**config.mk**
```make
export PLATFORM = sky130hd
export DESIGN_NAME = spi_flash_engine
export DESIGN_NICKNAME = d
export VERILOG_FILES = /design/src/rtl/spi_flash_engine.sv
export SDC_FILE = /design/constraint.sdc
export NUM_CORES = 1
export LEC_CHECK = 0
export CAP_MARGIN = 20
export CORE_AREA = 2 2 222 137
export CTS_CLUSTER_SIZE = 25
export DETAILED_ROUTE_END_ITERATION = 12
export DIE_AREA = 0 0 224 139
export PLACE_DENSITY = 0.66
export SKIP_CTS_REPAIR_TIMING = 1
export SLEW_MARGIN = 10
export SYNTH_ARGS = -nofsm -noshare
export SYNTH_HDL_FRONTEND = slang
export SYNTH_SLANG_ARGS = --single-unit
```
**constraint.sdc**
```tcl
create_clock -name clk -period 3.45 [get_ports clk]
set_clock_uncertainty 0.1 [all_clocks]
set_input_delay 0.345 -clock clk [delete_from_list [all_inputs] [get_ports clk]]
set_output_delay 0.345 -clock clk [all_outputs]
set_load 0.03 [all_outputs]
```
**src/rtl/spi_flash_engine.sv**
```systemverilog
`default_nettype none
// ============================================================================
// Module      : spi_flash_engine
// Description : SPI-NOR (W25Q-style) command sequencer. Turns one word-level
//               read or write request into complete SPI transactions and
//               returns a 32-bit result with a ready flag.
//                 read  : 03 + addr24 + 32 data bits in (little-endian word)
//                 write : 06 | 02 + addr24 + 32 data bits out | 05/status
//                         polled with CS held low until WIP clears
// Option      : FLASH_ERASE_EN - when defined, a write whose word address has
//               bits [11:0] = 0 is preceded by 06 | 20 + addr24 | status poll
//               (sector erase). When undefined, 0x20 is never issued.
// Ports       : clk, reset (async, active low)
//               flash_enable/read_enable/write_enable  request levels
//               read_address, write_address, data_to_write  request operands
//               flash_miso / flash_clk / flash_mosi / flash_cs  SPI mode 0
//               ready (1 = idle), data_out (last read word or error code)
// Revision    : 1.0 - initial release
// ============================================================================
module spi_flash_engine #(
    parameter int CLK_DIV    = 2,
    parameter int CS_GAP     = 4,
    parameter int POLL_LIMIT = 65535
) (
    input  logic        clk,
    input  logic        reset,
    input  logic        flash_enable,
    input  logic        read_enable,
    input  logic        write_enable,
    input  logic [23:0] read_address,
    input  logic [23:0] write_address,
    input  logic [31:0] data_to_write,
    input  logic        flash_miso,
    output logic        flash_clk,
    output logic        flash_mosi,
    output logic        flash_cs,
    output logic        ready,
    output logic [31:0] data_out
);

    localparam logic [7:0]  c_div_reload = 8'(CLK_DIV - 1);
    localparam logic [15:0] c_gap_reload = (CS_GAP > 0) ? 16'(CS_GAP - 1) : 16'd0;
    localparam int          c_pcw        = (POLL_LIMIT < 2) ? 1 : $clog2(POLL_LIMIT + 1);
    localparam logic [c_pcw-1:0] c_poll_limit = c_pcw'(POLL_LIMIT);

    localparam logic [7:0]  c_op_read  = 8'h03;
    localparam logic [7:0]  c_op_prog  = 8'h02;
    localparam logic [7:0]  c_op_wren  = 8'h06;
    localparam logic [7:0]  c_op_rdsr  = 8'h05;
    localparam logic [7:0]  c_op_erase = 8'h20;
    localparam logic [31:0] c_err_prog  = 32'hDEAD_0001;
    localparam logic [31:0] c_err_erase = 32'hDEAD_0002;

    typedef enum logic [2:0] {
        IDLE = 3'd0, CMD = 3'd1, ADDR = 3'd2, DATA = 3'd3,
        GAP  = 3'd4, WREN = 3'd5, POLL = 3'd6, DONE = 3'd7
    } state_t;

    // One CS-low frame of the overall operation; decides what follows GAP.
    typedef enum logic [2:0] {
        FR_READ = 3'd0, FR_WREN_E = 3'd1, FR_ERASE = 3'd2, FR_POLL_E = 3'd3,
        FR_WREN = 3'd4, FR_PROG   = 3'd5, FR_POLL  = 3'd6
    } frame_t;

    typedef enum logic [1:0] {
        ERR_NONE = 2'd0, ERR_PROG = 2'd1, ERR_ERASE = 2'd2
    } err_t;

    state_t           state_q;
    frame_t           frame_q;
    err_t             err_q;
    logic             cs_q, sck_q, mosi_q, ready_q, go_q;
    logic [31:0]      data_out_q;
    logic [7:0]       div_q;
    logic [15:0]      gap_q;
    logic [5:0]       bitcnt_q;      // bits left in segment; 0 = trailing CS hold
    logic [31:0]      sh_out_q;
    logic [31:0]      sh_in_q;
    logic [23:0]      addr_q;
    logic [31:0]      wdata_q;
    logic [c_pcw-1:0] poll_cnt_q;

    logic             go_d, launch_d, gap_done_d, poll_wip_d;
    frame_t           launch_frame_d, gap_frame_d, start_frame_d;
    state_t           start_state_d;
    logic [5:0]       start_bits_d;
    logic [31:0]      start_shift_d;
    logic [c_pcw-1:0] poll_cnt_d;

    function automatic logic [31:0] bswap(input logic [31:0] w);
        return {w[7:0], w[15:8], w[23:16], w[31:24]};
    endfunction

    assign go_d       = flash_enable & (read_enable | write_enable);
    assign launch_d   = go_d & ~go_q;
    assign poll_cnt_d = poll_cnt_q + c_pcw'(1);
    // Status byte is shifted in MSB first, so WIP is the last bit received.
    assign poll_wip_d = sh_in_q[0];

    // Write wins when both request levels are present at the launch edge.
    always_comb begin
        launch_frame_d = FR_READ;
        if (write_enable) begin
`ifdef FLASH_ERASE_EN
            launch_frame_d = (write_address[11:2] == 10'd0) ? FR_WREN_E : FR_WREN;
`else
            launch_frame_d = FR_WREN;
`endif
        end
    end

    always_comb begin
        gap_frame_d = FR_READ;
        gap_done_d  = 1'b1;
        case (frame_q)
            FR_WREN_E: begin gap_frame_d = FR_ERASE;  gap_done_d = 1'b0; end
            FR_ERASE:  begin gap_frame_d = FR_POLL_E; gap_done_d = 1'b0; end
            FR_POLL_E: begin gap_frame_d = FR_WREN;   gap_done_d = (err_q != ERR_NONE); end
            FR_WREN:   begin gap_frame_d = FR_PROG;   gap_done_d = 1'b0; end
            FR_PROG:   begin gap_frame_d = FR_POLL;   gap_done_d = 1'b0; end
            default:   ;
        endcase
    end

    assign start_frame_d = (state_q == IDLE) ? launch_frame_d : gap_frame_d;

    // First segment of whichever frame is about to start.
    always_comb begin
        start_state_d = CMD;
        start_bits_d  = 6'd8;
        start_shift_d = {c_op_read, 24'h0};
        case (start_frame_d)
            FR_WREN_E, FR_WREN: begin
                start_state_d = WREN;
                start_shift_d = {c_op_wren, 24'h0};
            end
            FR_ERASE: start_shift_d = {c_op_erase, 24'h0};
            FR_PROG:  start_shift_d = {c_op_prog, 24'h0};
            FR_POLL_E, FR_POLL: begin
                start_state_d = POLL;
                start_bits_d  = 6'd16;
                start_shift_d = {c_op_rdsr, 24'h0};
            end
            default: ;
        endcase
    end

    always_ff @(posedge clk or negedge reset) begin
        if (!reset) begin
            state_q    <= IDLE;
            frame_q    <= FR_READ;
            err_q      <= ERR_NONE;
            cs_q       <= 1'b1;
            sck_q      <= 1'b0;
            mosi_q     <= 1'b0;
            ready_q    <= 1'b1;
            go_q       <= 1'b0;
            data_out_q <= 32'h0;
            div_q      <= 8'h0;
            gap_q      <= 16'h0;
            bitcnt_q   <= 6'h0;
            sh_out_q   <= 32'h0;
            sh_in_q    <= 32'h0;
            addr_q     <= 24'h0;
            wdata_q    <= 32'h0;
            poll_cnt_q <= '0;
        end else begin
            go_q <= go_d;
            case (state_q)
                IDLE: begin
                    if (launch_d) begin
                        ready_q <= 1'b0;
                        err_q   <= ERR_NONE;
                        wdata_q <= data_to_write;
                        addr_q  <= (write_enable ? write_address : read_address) & 24'hFF_FFFC;
                        frame_q    <= start_frame_d;
                        state_q    <= start_state_d;
                        cs_q       <= 1'b0;
                        sck_q      <= 1'b0;
                        div_q      <= c_div_reload;
                        bitcnt_q   <= start_bits_d;
                        sh_out_q   <= start_shift_d;
                        mosi_q     <= start_shift_d[31];
                        poll_cnt_q <= '0;
                    end
                end

                CMD, ADDR, DATA, WREN, POLL: begin
                    if (div_q != 8'd0) begin
                        div_q <= div_q - 8'd1;
                    end else begin
                        div_q <= c_div_reload;
                        if (!sck_q) begin
                            if (bitcnt_q == 6'd0) begin
                                // Trailing half-period done: end of frame.
                                cs_q    <= 1'b1;
                                state_q <= GAP;
                                gap_q   <= c_gap_reload;
                            end else begin
                                sck_q   <= 1'b1;
                                sh_in_q <= {sh_in_q[30:0], flash_miso};
                            end
                        end else begin
                            sck_q <= 1'b0;
                            if (bitcnt_q != 6'd1) begin
                                bitcnt_q <= bitcnt_q - 6'd1;
                                sh_out_q <= {sh_out_q[30:0], 1'b0};
                                mosi_q   <= sh_out_q[30];
                            end else if (state_q == CMD) begin
                                state_q  <= ADDR;
                                bitcnt_q <= 6'd24;
                                sh_out_q <= {addr_q, 8'h00};
                                mosi_q   <= addr_q[23];
                            end else if (state_q == ADDR && frame_q != FR_ERASE) begin
                                state_q  <= DATA;
                                bitcnt_q <= 6'd32;
                                if (frame_q == FR_PROG) begin
                                    sh_out_q <= bswap(wdata_q);
                                    mosi_q   <= wdata_q[7];
                                end else begin
                                    sh_out_q <= 32'h0;
                                    mosi_q   <= 1'b0;
                                end
                            end else if (state_q == POLL && poll_wip_d &&
                                         (poll_cnt_d < c_poll_limit)) begin
                                // Still busy: reissue 0x05 without releasing CS.
                                bitcnt_q   <= 6'd16;
                                sh_out_q   <= {c_op_rdsr, 24'h0};
                                mosi_q     <= c_op_rdsr[7];
                                poll_cnt_q <= poll_cnt_d;
                            end else begin
                                bitcnt_q <= 6'd0;
                                mosi_q   <= 1'b0;
                                if (state_q == POLL && poll_wip_d) begin
                                    err_q <= (frame_q == FR_POLL_E) ? ERR_ERASE : ERR_PROG;
                                end
                            end
                        end
                    end
                end

                GAP: begin
                    if (gap_q != 16'd0) begin
                        gap_q <= gap_q - 16'd1;
                    end else if (gap_done_d) begin
                        state_q <= DONE;
                    end else begin
                        frame_q    <= start_frame_d;
                        state_q    <= start_state_d;
                        cs_q       <= 1'b0;
                        sck_q      <= 1'b0;
                        div_q      <= c_div_reload;
                        bitcnt_q   <= start_bits_d;
                        sh_out_q   <= start_shift_d;
                        mosi_q     <= start_shift_d[31];
                        poll_cnt_q <= '0;
                    end
                end

                DONE: begin
                    state_q <= IDLE;
                    ready_q <= 1'b1;
                    if (frame_q == FR_READ) begin
                        // First byte received sits in [31:24]; word is little-endian.
                        data_out_q <= bswap(sh_in_q);
                    end else if (err_q == ERR_PROG) begin
                        data_out_q <= c_err_prog;
                    end else if (err_q == ERR_ERASE) begin
                        data_out_q <= c_err_erase;
                    end
                end

                default: state_q <= IDLE;
            endcase
        end
    end

    assign flash_cs   = cs_q;
    assign flash_clk  = sck_q;
    assign flash_mosi = mosi_q;
    assign ready      = ready_q;
    assign data_out   = data_out_q;

endmodule
`default_nettype wire

```
Word-level counts from Yosys, hierarchy flattened:

Index checks and enable logic that the tools add are counted.

* register bits after elaboration: 208
* input bits: 86
* output and inout port bits: 36
* word-level logic and storage cells: 200

* add/sub/neg operators: 4
* $lt $le $gt $ge: 1
* eq/ne operators: 40
* multiplexer cells: 98
* bitwise gates (word level): 7
* reductions and logical operators: 33

Operators by type and width (number)
* $mux W31: 10
* $mux W16: 13
* $pmux W30 S4: 1
* $mux W32: 3
* $pmux W31 S3: 1
* $mux W6: 8
* $pmux W16 S3: 1
* $mux W3: 14
* $mux W8: 4
* $pmux W16 S2: 1
* $ne A2 B2 Y1 const B: 14
* $eq A3 B3 Y1 const B: 9
* $mux W24: 1
* $pmux W8 S3: 1
* $eq A3 B2 Y1 const B: 6
* $mux W1: 18
* $mux W2: 9
* $pmux W6 S3: 1
* $add A16 B1 Y16 const B: 1
* $lt A16 B16 Y1 const B: 1
* $reduce_bool A16 Y1: 1
* $sub A16 B1 Y16 const B: 1
* $pmux W3 S5: 1
* $reduce_and A7 Y1: 2
* 34 further kinds: 61

Depth between registers and ports, before layout:

* depth in word-level cells: 10
* mapped depth: 10
* mapped depth without buffers: 8

Worst setup path before layout:

Ideal clock, no wire load.

* kind: reg-to-reg
* start point: register gap_q[0]
* end point: register sh_out_q[10]
* setup time: 0.125 ns
* arrival time: 2.466 ns
* data required time: 3.225 ns
* setup slack: 0.759 ns
* stages on the path, launching flop included: 10
* buffers on the path: 1
* period minus slack after synthesis: 2.691 ns
* cells stage by stage: dfrtp_1 inv_1 ha_1 nor3b_2 nand4b_1 o31ai_4 nand2_2 nor3b_4 buf_6 mux2_4

* cells in the longest elaborated chain, start to end: 3

Ends and longest elaborated chain
* from (decl): RTL line 75 `logic [15:0] gap_q;`
* from (signal assigned): RTL line 198 `gap_q <= c_gap_reload;`
* from (signal assigned): RTL line 244 `gap_q <= gap_q - 16'd1;`
* $reduce_bool A16 Y1: RTL line 243 `if (gap_q != 16'd0) begin`
* $ne A2 B2 Y1 (no source line)
* $reduce_and A7 Y1 (no source line)
* to (signal assigned): RTL line 218 `sh_out_q <= bswap(wdata_q);`
* to (signal assigned): RTL line 228 `sh_out_q <= {c_op_rdsr, 24'h0};`
* to (signal assigned): RTL line 254 `sh_out_q <= start_shift_d;`
* to (decl): RTL line 77 `logic [31:0] sh_out_q;`

Every way passes these cells.
A chain may end at the register's enable or synchronous reset.

Worst setup path in the final report:

* start point: register state_q[1]
* end point: register sh_out_q[30]

* cells in the longest elaborated chain, start to end: 8
* elaborated cells between the ends (all ways): 25
* those cells by class: 12 x eq/ne; 6 x mux; 7 x reduce/logical

Ends and longest elaborated chain
* from (decl): RTL line 69 `state_t state_q;`
* from (signal assigned): RTL line 177 `state_q <= start_state_d;`
* from (signal assigned): RTL line 249 `state_q <= start_state_d;`
* $eq A3 B2 Y1: RTL line 169, 214
* $logic_and A1 B1 Y1: RTL line 214 `end else if (state_q == ADDR && frame_q != FR_ERASE) begin`
* $mux W31: RTL line 214
* $mux W31: RTL line 209 `end else if (state_q == CMD) begin`
* $mux W31: RTL line 205 `if (bitcnt_q != 6'd1) begin`
* $mux W31: RTL line 193 `if (!sck_q) begin`
* $mux W31: RTL line 189 `if (div_q != 8'd0) begin`
* $pmux W31 S3: RTL line 169 `case (state_q)`
* to (signal assigned): RTL line 182 `sh_out_q <= start_shift_d;`
* to (signal assigned): RTL line 207 `sh_out_q <= {sh_out_q[30:0], 1'b0};`
* to (signal assigned): RTL line 212 `sh_out_q <= {addr_q, 8'h00};`

Parallel ways exist; a longest one is shown, timed or not. The select of a mux whose other input is x is not followed.

==> metrics.yaml <==
status: "completed"
cts_tree: "yes"
avgSynthCellArea_um2: 10.9
hold_viol_final: 0
period_needed_ps: 3060
cts_sinks: 208
htree_num_levels: 1
synth_compound_area_share_pct: 16.0
synthTopCellsByCount: "dfrtp_1 (206), nand2_1 (109), o21ai_0 (91), mux2_2 (66), nor2_1 (47)"
ys_ff_latch: 208
cts_buffers: 22
p_leak_nw: 5.49
synth_cell_types: 66
r2r_slack_ps: 390
root_buffer: "clkbuf_16"
synthAdderAreaFrac_pct: 0.873
synth_edf_count: 0
grt_pass1_wl_um: 39800
synth_nets: 1017
rsz0062_at_grt: "false"
synth_area_um2: 10000
p_total_mw: 10.2
die_height_um: 139
antenna_found_initial: 0
n_antenna_cell: 0
drt_first_pass_iters: 5
grt.overflow.total: 0
yosysMostFrequentCell: "dfrtp_1"
placed_cell_area_um2: 11800
whs_endpoint: "go_q$_DFF_PN0_"
yosysSeqAreaShare_pct: 51.9
yosys.area_share.simple_pct: 13.1
dieArea_um2: 31100
synthArstFlopShare_pct: 100
worst_pin_slew_ps: 960
critPathKind: "register to register"
first_global_vias: 7415
hp-class: "primary input to register"
viasPerCell: 5.26
wl_per_cell_um: 16.5
synth_top_area_share_pct: 51.4
cp_data_required_time_ps: 3740
muxShareOfSynthArea_pct: 14.3
grt_start_max_net_pins: 81
timing.final.crit_share_pct: 88.8
drive_gt1_share_pct: 17.5
nets: 1140
synth-xor-area-share_pct: 0.699
io_buffers: 117
slew-limit-headroom_pct: 35.8
yosysTopAreaCell: "dfrtp_1"
area_growth_pct: 24.6
clock_latency_ps: 520
cts.clk_slew.worst_paths_ps: 60
start_util_pct: 34.3
ant_nets: 0
vdd_drop_max_v: 0.000527
routed_wl_um: 23900
drv_cap: 0
fill_cells: 2725
cp_data_arrival_time_ps: 3350
p_per_area_nw_per_um2: 816
fmax_mhz: 326
synth_top_family_by_area: "compound AO/OA/AOI/OAI gates"
report.final.slew_viol_count: 0
synth-main-ff-cell: "dfrtp_1"
die_width_um: 224
setup_viol: 0
fin_cells: 1445
reg2reg_depth: 7
post-route-util_pct: 42.7
fin_area_um2: 12500
worstPathMaxFanout: 31
grt_util_all_layers_pct: 15.5
yosysWarnings: 0
hpwl_um: 16500
cp-start-kind: "register"
r2r_end: "sh_out_q[30]$_DFFE_PN0P_"
setup_tns_ps: 0
drcViolationCount: 0
initialDrtViolationCount: 500
cts_max_path_buffers: 3
worst_hold_slack_ps: 183
hold_depth: 3
coreArea_um2: 29200
r2r_start: "state_q[1]$_DFFE_PN0P_"
post-place-cells: 1404
num_vias: 7603
setup_ws_ps: 387
hold_start: "write_enable"
syn_inst: 924
crit_path_end_kind: "register"
gp_congestion: 0.804
rows: 49
io_pins: 122
synth_area_leaders: "dfrtp_1 (51%), mux2_2 (7.4%), o21ai_0 (4.5%), mux2_4 (4.3%), nand2_1 (4.1%)"
post-place-ws_ps: 441
## where the power goes
group / switching [mW] / internal, mW
Combinational: 2.30 / 1.81
Clock: 0.984 / 1.35
Sequential: 0.605 / 3.15
## cell usage in the layout, fill, tap and decap left out, types with 22 or more instances in the layout
cell type | Yosys | final
buf_4 | 0 | 30
mux2i_1 | 26 | 26
dfrtp_1 | 206 | 206
nand2_1 | 109 | 109
o21ai_0 | 91 | 91
a22o_1 | 29 | 29
a21oi_1 | 28 | 28
mux2_4 | 29 | 29
clkbuf_16 | 0 | 22
nand3_1 | 26 | 25
mux2_2 | 66 | 66
nor2_1 | 47 | 46
clkdlybuf4s50_1 | 0 | 115
## layer usage
| layer | vias up | wire length (um) | global-route usage [%] |
|---|---|---|---|
| met5 | - | 0 | 0 |
| met4 | 0 | 281 | 2.39 |
| met3 | 25 | 1380 | 2.88 |
| met2 | 195 | 9870 | 22.0 |
| met1 | 3746 | 12400 | 24.5 |
| li1 | 3637 | - | - |
## cell families (layout without fill, tap and decap cells)
logic type               after synthesis  count (layout)
AND/OR/NAND/NOR                      264             264
AO/OA/AOI/OAI                        245             245
flip-flops                           208             208
multiplexers                         121             121
buffers and inverters                 71             210
XOR/XNOR                               8               8
adder cells (fa/ha/maj)                7               7
## cell type report
type,count,area [um^2],share of cell area [%]
repair buffers,152,1490,11.9
inverters,18,67.6,0.541
well taps,382,478,3.82
clock buffers,31,624,5.00
clock inverters,9,97.6,0.781
multi-input cells,645,4540,36.3
flip-flops and latches,208,5210,41.7
## registers in the layout (all words and copies together) (netlist names)
signal,cells
data_out,32
sh_in_q,32
wdata_q,32
sh_out_q,31
addr_q,22
gap_q,16
poll_cnt_q,16
div_q,8
bitcnt_q,6
frame_q,3
state_q,3
err_q,2
flash_clk,1
flash_cs,1
flash_mosi,1
go_q,1
ready,1
## critical path, stage by stage, from the launching register on
cell	delay (ps)
dfrtp_1	710
and3_1	520
a311oi_1	210
nor3_2	360
nand2_2	130
nor3b_4	240
buf_12	280
mux2_2	360
## worst max path at each step
stage	slack (ps)	endpoint	cells after the start	from
global placement	520	sh_out_q[30]$_DFFE_PN0P_	7	state_q[1]$_DFFE_PN0P_
global route	200	sh_out_q[30]$_DFFE_PN0P_	7	state_q[1]$_DFFE_PN0P_
detailed placement	440	sh_out_q[30]$_DFFE_PN0P_	7	state_q[1]$_DFFE_PN0P_
CTS	410	sh_out_q[30]$_DFFE_PN0P_	7	state_q[1]$_DFFE_PN0P_
floorplan	760	sh_out_q[10]$_DFFE_PN0P_	9	gap_q[0]$_DFFE_PN0P_
finish	390	sh_out_q[30]$_DFFE_PN0P_	7	state_q[1]$_DFFE_PN0P_
Power figures use the tool's default switching activity.
